## config.mk

```make
export PLATFORM = sky130hd
export DESIGN_NAME = alu_mem_host
export DESIGN_NICKNAME = d
export VERILOG_FILES = /design/src/rtl/alu_mem_host.sv
export SDC_FILE = /design/constraint.sdc
export NUM_CORES = 1
export LEC_CHECK = 0
export ABC_AREA = 0
export CAP_MARGIN = 20
export CORE_UTILIZATION = 40
export DETAILED_ROUTE_END_ITERATION = 8
export PLACE_DENSITY = 0.84
export SYNTH_ARGS = -nofsm -noshare
export SYNTH_HDL_FRONTEND = slang
export SYNTH_SLANG_ARGS = --single-unit
export TNS_END_PERCENT = 20
```

## constraint.sdc

```tcl
create_clock -name clk -period 2.3 [get_ports clk]
set_input_delay 0.23 -clock clk [delete_from_list [all_inputs] [get_ports clk]]
set_output_delay 0.23 -clock clk [all_outputs]
set_load 0.03 [all_outputs]
```

## src/rtl/alu_mem_host.sv

```systemverilog
// alu_mem_host: bus initiator that runs one ALU command through the register
// memory (write A, B, OP, EXEC; wait; read result; clear EXEC) and returns
// the result on a valid/ready response channel.
module alu_mem_host #(
  parameter int unsigned DATA_WIDTH = 8,
  parameter int unsigned ADDR_WIDTH = 3,
  parameter int unsigned RES_ADDR   = 4,
  parameter int unsigned EXEC_WAIT  = 2,
  parameter int unsigned RD_LATENCY = 2
) (
  input  logic                  clk,
  input  logic                  reset,
  input  logic                  cmd_valid,
  output logic                  cmd_ready,
  input  logic [DATA_WIDTH-1:0] cmd_a,
  input  logic [DATA_WIDTH-1:0] cmd_b,
  input  logic [2:0]            cmd_op,
  output logic                  rsp_valid,
  input  logic                  rsp_ready,
  output logic [DATA_WIDTH-1:0] rsp_data,
  output logic                  busy,
  output logic                  enable,
  output logic                  rd_wr,
  output logic [ADDR_WIDTH-1:0] addr,
  output logic [DATA_WIDTH-1:0] wr_data,
  input  logic [DATA_WIDTH-1:0] rd_data
);

  localparam int unsigned CNT_MAX = (EXEC_WAIT > RD_LATENCY) ? EXEC_WAIT : RD_LATENCY;
  localparam int unsigned CNT_W   = (CNT_MAX < 2) ? 1 : $clog2(CNT_MAX);
  localparam logic [CNT_W-1:0] WAIT_LAST = CNT_W'((EXEC_WAIT > 0) ? EXEC_WAIT - 1 : 0);
  localparam logic [CNT_W-1:0] RD_LAST   = CNT_W'((RD_LATENCY > 0) ? RD_LATENCY - 1 : 0);

  typedef enum logic [3:0] {
    IDLE,
    WR_A,
    WR_B,
    WR_OP,
    WR_EXEC,
    WAIT,
    RD_REQ,
    RD_WAIT,
    CLR_EXEC,
    RSP
  } state_t;

  state_t                state, state_next;
  logic [CNT_W-1:0]      cnt;
  logic [DATA_WIDTH-1:0] b_q;
  logic [2:0]            op_q;

  logic                  enable_d;
  logic                  rd_wr_d;
  logic [ADDR_WIDTH-1:0] addr_d;
  logic [DATA_WIDTH-1:0] wr_data_d;

  assign cmd_ready = (state == IDLE);
  assign busy      = (state != IDLE);

  // Next-state transitions, then bus values decoded from the state being entered
  // so the bus registers line up with the state register.
  always_comb begin
    state_next = state;
    enable_d   = 1'b0;
    rd_wr_d    = 1'b1;
    addr_d     = '0;
    wr_data_d  = '0;

    case (state)
      IDLE:     if (cmd_valid) state_next = WR_A;
      WR_A:     state_next = WR_B;
      WR_B:     state_next = WR_OP;
      WR_OP:    state_next = WR_EXEC;
      WR_EXEC:  state_next = (EXEC_WAIT == 0) ? RD_REQ : WAIT;
      WAIT:     if (cnt == WAIT_LAST) state_next = RD_REQ;
      RD_REQ:   state_next = RD_WAIT;
      RD_WAIT:  if (cnt == RD_LAST) state_next = CLR_EXEC;
      CLR_EXEC: state_next = RSP;
      RSP:      if (rsp_ready) state_next = IDLE;
      default:  state_next = IDLE;
    endcase

    case (state_next)
      // WR_A is only entered on the accept edge, so A comes straight from the
      // command port rather than from a latched copy.
      WR_A: begin
        enable_d  = 1'b1;
        rd_wr_d   = 1'b0;
        addr_d    = ADDR_WIDTH'(0);
        wr_data_d = cmd_a;
      end
      WR_B: begin
        enable_d  = 1'b1;
        rd_wr_d   = 1'b0;
        addr_d    = ADDR_WIDTH'(1);
        wr_data_d = b_q;
      end
      WR_OP: begin
        enable_d  = 1'b1;
        rd_wr_d   = 1'b0;
        addr_d    = ADDR_WIDTH'(2);
        wr_data_d[DATA_WIDTH-1 -: 3] = op_q;
      end
      WR_EXEC: begin
        enable_d  = 1'b1;
        rd_wr_d   = 1'b0;
        addr_d    = ADDR_WIDTH'(3);
        wr_data_d[DATA_WIDTH-1] = 1'b1;
      end
      RD_REQ: begin
        enable_d  = 1'b1;
        rd_wr_d   = 1'b1;
        addr_d    = ADDR_WIDTH'(RES_ADDR);
      end
      CLR_EXEC: begin
        enable_d  = 1'b1;
        rd_wr_d   = 1'b0;
        addr_d    = ADDR_WIDTH'(3);
      end
      default: ;
    endcase
  end

  // State, wait counter, latched operands, registered bus and response.
  always_ff @(posedge clk) begin
    if (!reset) begin
      state     <= IDLE;
      cnt       <= '0;
      b_q       <= '0;
      op_q      <= '0;
      enable    <= 1'b0;
      rd_wr     <= 1'b1;
      addr      <= '0;
      wr_data   <= '0;
      rsp_valid <= 1'b0;
      rsp_data  <= '0;
    end else begin
      state     <= state_next;
      enable    <= enable_d;
      rd_wr     <= rd_wr_d;
      addr      <= addr_d;
      wr_data   <= wr_data_d;
      rsp_valid <= (state_next == RSP);

      if (state_next != state)
        cnt <= '0;
      else if (state == WAIT || state == RD_WAIT)
        cnt <= cnt + 1'b1;

      if (state == IDLE && cmd_valid) begin
        b_q  <= cmd_b;
        op_q <= cmd_op;
      end

      if (state == RD_WAIT && cnt == RD_LAST)
        rsp_data <= rd_data;
    end
  end

endmodule

```

==> reports/metrics.cfg <==
[power]
peakVddDrop_v = 0.000500
p_leak_uw = 0.000856
power_density_nw_per_um2 = 957

[global_routing]
grtUsageTotal_pct = 20.0
grt_antenna_before_repair = 0
grt_max_degree = 24
grt.overflow.total = 0
grt_pass1_vias = 1432
grt_pass1_wl_mm = 6.51

[clock_tree]
cts_resized = 0
cts_made_buffers = 5
post-cts-setup-buffers = 0
htree_levels = 2
cts.sinks = 38
clockRootBuffer = clkbuf_8
postCtsHoldBufs = 0
cts_tree = yes
clock_latency_ps = 290
clk_pin_slew_worst_paths_ps = 70
cts_buffer_depth = 2

[timing]
post-route-period-util_pct = 92.8
tightest_slew_ps = 429
final.setup.tns_ps = 0
drv_slew = 0
whs_ps = 457
setup_violations = 0
skew_ps = 5.06
fmaxAchievable_mhz = 469
slew_headroom_pct = 71.1
fin_crit_ps = 2130
rsz0062_at_grt = false
finalHoldViolCount = 0

[detailed_routing]
routed_wl_mm = 3.85
drt_first_iter_violations = 110
postRouteAntennaNets = 0
remaining_drc_errors = 0
via_per_inst = 5.16
dr.pass1.iters = 4
vias = 1523
wire_per_inst_microns = 13.1

[floorplanning]
coreArea_sq_um = 3770
num_rows = 22
die_x_microns = 65.7
io_pins = 55
initial_core_util_pct = 43.1
die_h_microns = 65.7
die-area_sq_um = 4320

[logic_synthesis]
ys_seq_area_share_pct = 46.8
avgSynthCellArea_sq_um = 8.51
synth.area.top_cells = dfxtp_1, a21boi_0, nand2_1
async_reset_ff_share_pct = 0
synth_edf_count = 0
yosysTopAreaCellShare_pct = 46.8
ys_warn_count = 0
synth_cell_type_count = 40
synth_seq_cells = 38
postSynthCellCount = 191
synth_ff_type = dfxtp_1
syn_area_sq_um = 1630
synth_top_cell_by_area = dfxtp_1
synth_nets = 222

[placed_design]
io_buffers = 54
placed_area_sq_um = 2220
hpwlAfterDp_mm = 2.78
gp_congestion = 0.875

[final_layout]
layout-drive-gt1-share_pct = 6.88
final_common_cell = clkdlybuf4s50_1
nets = 277
fill_cells = 327
post-route-cell-area_sq_um = 2310
most-common-layout-cells = clkdlybuf4s50_1, nand2_1, dfxtp_1
diodes = 0
utilization_pct = 61.2
syn2layout_area_growth_pct = 42.1

[critical_path]
crit_family = buffers and inverters
critPathBufInv = 1
endpoint_kind = output pin
cp_cell_sequence = nor4_2, clkdlybuf4s50_1
critPathRequiredTime_ps = 2070
critPathKind = reg -> out
worst-endpoint-arrival_ps = 1900
cp_max_fo = 8
slowest_stage = clkdlybuf4s50_1
crit_path_start_kind = flip-flop
slowest_delay_ps = 750

[status]
status = completed

[job]
drv_cap = 0

[hold_path]
hp-class = reg -> reg

-- flip-flops by register name (all words and copies together), names as in the netlist --
name / cells
rsp_data: 8
rd_wr: 1
rsp_valid: 1
op_q: 3
state: 4
wr_data: 8
enable: 1
cnt: 1
addr: 3
b_q: 8
-- area by class of cell --
cell class	count	area [sq um]	share of cell area (%)
clock buffers	7	86.3	3.74
well taps	48	60.1	2.60
clock inverters	1	5.00	0.217
multi-input cells	137	793	34.3
repair buffers	61	593	25.7
inverters	3	11.3	0.488
flip-flops and latches	38	761	32.9
-- logic make-up after synthesis --
logic type / count (synthesis) / share of synthesized area [%]
compound gates: 57 / 24.0
xor+xnor: 2 / 1.08
buf+inv: 16 / 4.39
flops: 38 / 46.8
mux: 1 / 0.693
simple gates: 77 / 23.0
-- final timing paths --
kind,slack (ps),to,depth (start not counted),startpoint
hold / removal,460,b_q[7]$_SDFFE_PN0P_,2,b_q[7]$_SDFFE_PN0P_
setup reg to reg,480,rd_wr$_SDFF_PN1_,4,state[0]$_SDFF_PN0_
setup / recovery,170,cmd_ready,2,state[3]$_SDFF_PN0_
hold reg to reg,460,b_q[7]$_SDFFE_PN0P_,2,b_q[7]$_SDFFE_PN0P_
-- worst register-to-register path, stage by stage (launching register included) --
cell      delay (ps)
dfxtp_1          570
a21boi_0         230
o21a_1           250
or4b_1           510
and2_1           160
-- metrics by stage --
stage	std cells	total power, uW	setup slack, ps
floorplan	191	1460	441
global placement	287	1750	351
detailed placement	287	1760	308
CTS	295	2220	159
global route	295	2350	94.7
finish	295	2210	167
-- metal layers --
layer	up-vias	GRT usage [%]	part of all wire, %
met3	8	3.47	3.8
met2	41	32.7	47
met5	-	0	0
li1	776	-	-
met4	0	9.24	1.9
met1	698	25.4	48
-- where the power goes --
part / internal, uW / switching (uW)
Sequential: 767 / 75.5
Combinational: 383 / 525
Clock: 242 / 219
-- Yosys cell counts (all sizes together) (3+ instances only) --
cell type,count
clkbuf,9
inv,3
nor2b,4
a21oi,12
nand2,42
and3,4
o21ai,8
nand3,9
and2,4
buf,4
nor2,4
a21boi,22
dfxtp,38
No activity file was read; power rests on OpenSTA's default activity.
==> variant: new RTL, config.mk and constraints unchanged <==
`EXEC_WAIT`: 2 -> 4.
--- a/src/rtl/alu_mem_host.sv
+++ b/src/rtl/alu_mem_host.sv
@@ -7,3 +7,3 @@
   parameter int unsigned RES_ADDR   = 4,
-  parameter int unsigned EXEC_WAIT  = 2,
+  parameter int unsigned EXEC_WAIT  = 4,
   parameter int unsigned RD_LATENCY = 2
Function: changed (a bounded check fails within 10 cycles, from zero or initial values and one cycle with reset low).
==> variant against the original RTL <==
Routed wire length shrank 5.2%. Cell count shrank 2.4%. Hold slack lost 0.0022 ns. Total power shrank 22%. Area after synthesis grew 3.3%. Sequential cell count grew 1. Clock power grew 9.3%. Final area grew 1.7%. Setup slack lost 0.013 ns. Largest cell class unchanged. Largest power group is now registers. Highest routed layer unchanged.
==> variant: results (changes against the original RTL) <==
The run finished with clean final reports. The peak ir drop on the vdd network was 586.8 uV (+17%). The final layout net count was 270 (-2.5%).

The tools report the routed metal-1 wire length as 1692 um (-7.5%). The power consumed by sequential cells was 766 uW (-9.0%); the part of the power in registers was 44.4% (+6.3 points). The tools report the met3 capacity usage during global routing as 7.877% (+4.4 points).

The tools report the reported combinational group power as 458 uW (-50%). The sequential element share of the synthesized area was 46.50% (-0.31 points); the global placement routability congestion was 0.8297 (-5.1%). The critical path ends at cmd_ready.

The average detailed-routed wire length per instance was 12.68 um (-2.9%); the total wirelength of the detailed-routed design was 3651 um (-5.2%). The tools report the number of placed instances with taps included as 280 (-2.4%). The run gives 18.70% (-1.3 points) as the overall track demand over capacity in global routing. By area the synthesized netlist is led by sky130_fd_sc_hd__dfxtp_1, sky130_fd_sc_hd__mux2i_1, sky130_fd_sc_hd__nor2_1.

The worst-case register-to-register setup slack is 0.17 ns (-0.31 ns), and the data arrival time at the worst-slack endpoint is 1.92 ns (+0.02 ns). The number of nets in the synthesized netlist is 216 (-2.7%), and the compound-cell area share of the yosys netlist is 20.04% (-4.0 points). The logs give 1.233 mW (-11%) for the internal portion of total power and 0.1537 ns (-0.01280 ns) for the least setup slack across all paths after layout. The wire length on met3 is 259 um (+77%), and the number of cells on the worst reg-to-reg path is 7 (+3). The relative max-transition margin is 45.84% (-25 points).

The DRC violation total after the first TritonRoute iteration was 142 (+29%); the routing usage on met1 was 22.50% (-2.9 points). In this run the critical register-to-register path is captured at b_q[4]. The sum of net half-perimeters after detailed placement was 2618 um (-5.8%). The gate count of the mapped netlist is 183 (-4.2%).

Clock skew after layout: 0.006490 ns (+0.001431 ns). The routed via count is 1422 (-6.6%), and the standard cell area after detailed placement is 2246 um2 (+1.2%). The wire length of the first global-routing pass was 6141 um (-5.7%). The arithmetic-cell share of the synthesized area counting full adders, half adders and majority gates was 1.490% (+1.5 points). The launch point of the worst reg-to-reg path is cnt[1]. The fraction of final layout cells sized beyond drive strength 1 is 10.50% (+3.6 points). The worst slack at placement is 0.1344 ns (-0.1739 ns), and the delay of the slowest cell on the worst path is 0.66 ns (-0.09 ns).
-- variant: changes by cell type in the layout (fill, tap and decap cells not counted), sizes merged, moves of 7 or more --
cell | unedited run | this run
a21boi | 22 | 1
nand3 | 9 | 2
nand2 | 42 | 25
nor2 | 4 | 27
mux2i | 0 | 11
inv | 3 | 10
-- variant: worst min-delay path by stage --
stage                start          end  slack, ns  cells after the start
6_report       rsp_data[1]  rsp_data[1]       0.45                      2
5_1_grt        rsp_data[2]  rsp_data[2]       0.48                      2
3_3_place_gp   rsp_data[7]  rsp_data[7]       0.44                      2
4_1_cts        rsp_data[1]  rsp_data[1]       0.46                      2
2_1_floorplan        reset        rd_wr       0.30                      1
3_5_place_dp   rsp_data[1]  rsp_data[1]       0.45                      2
-- variant: area by class of cell --
cell class / instances / area, um2
Tap cell: 50 / 62.56
Inverter: 10 / 37.54
Fill cell: 368 / 1680
Multi-Input combinational cell: 124 / 804.5
Clock buffer: 8 / 100.1
Sequential cell: 39 / 780.7
Timing Repair Buffer: 57 / 563.0
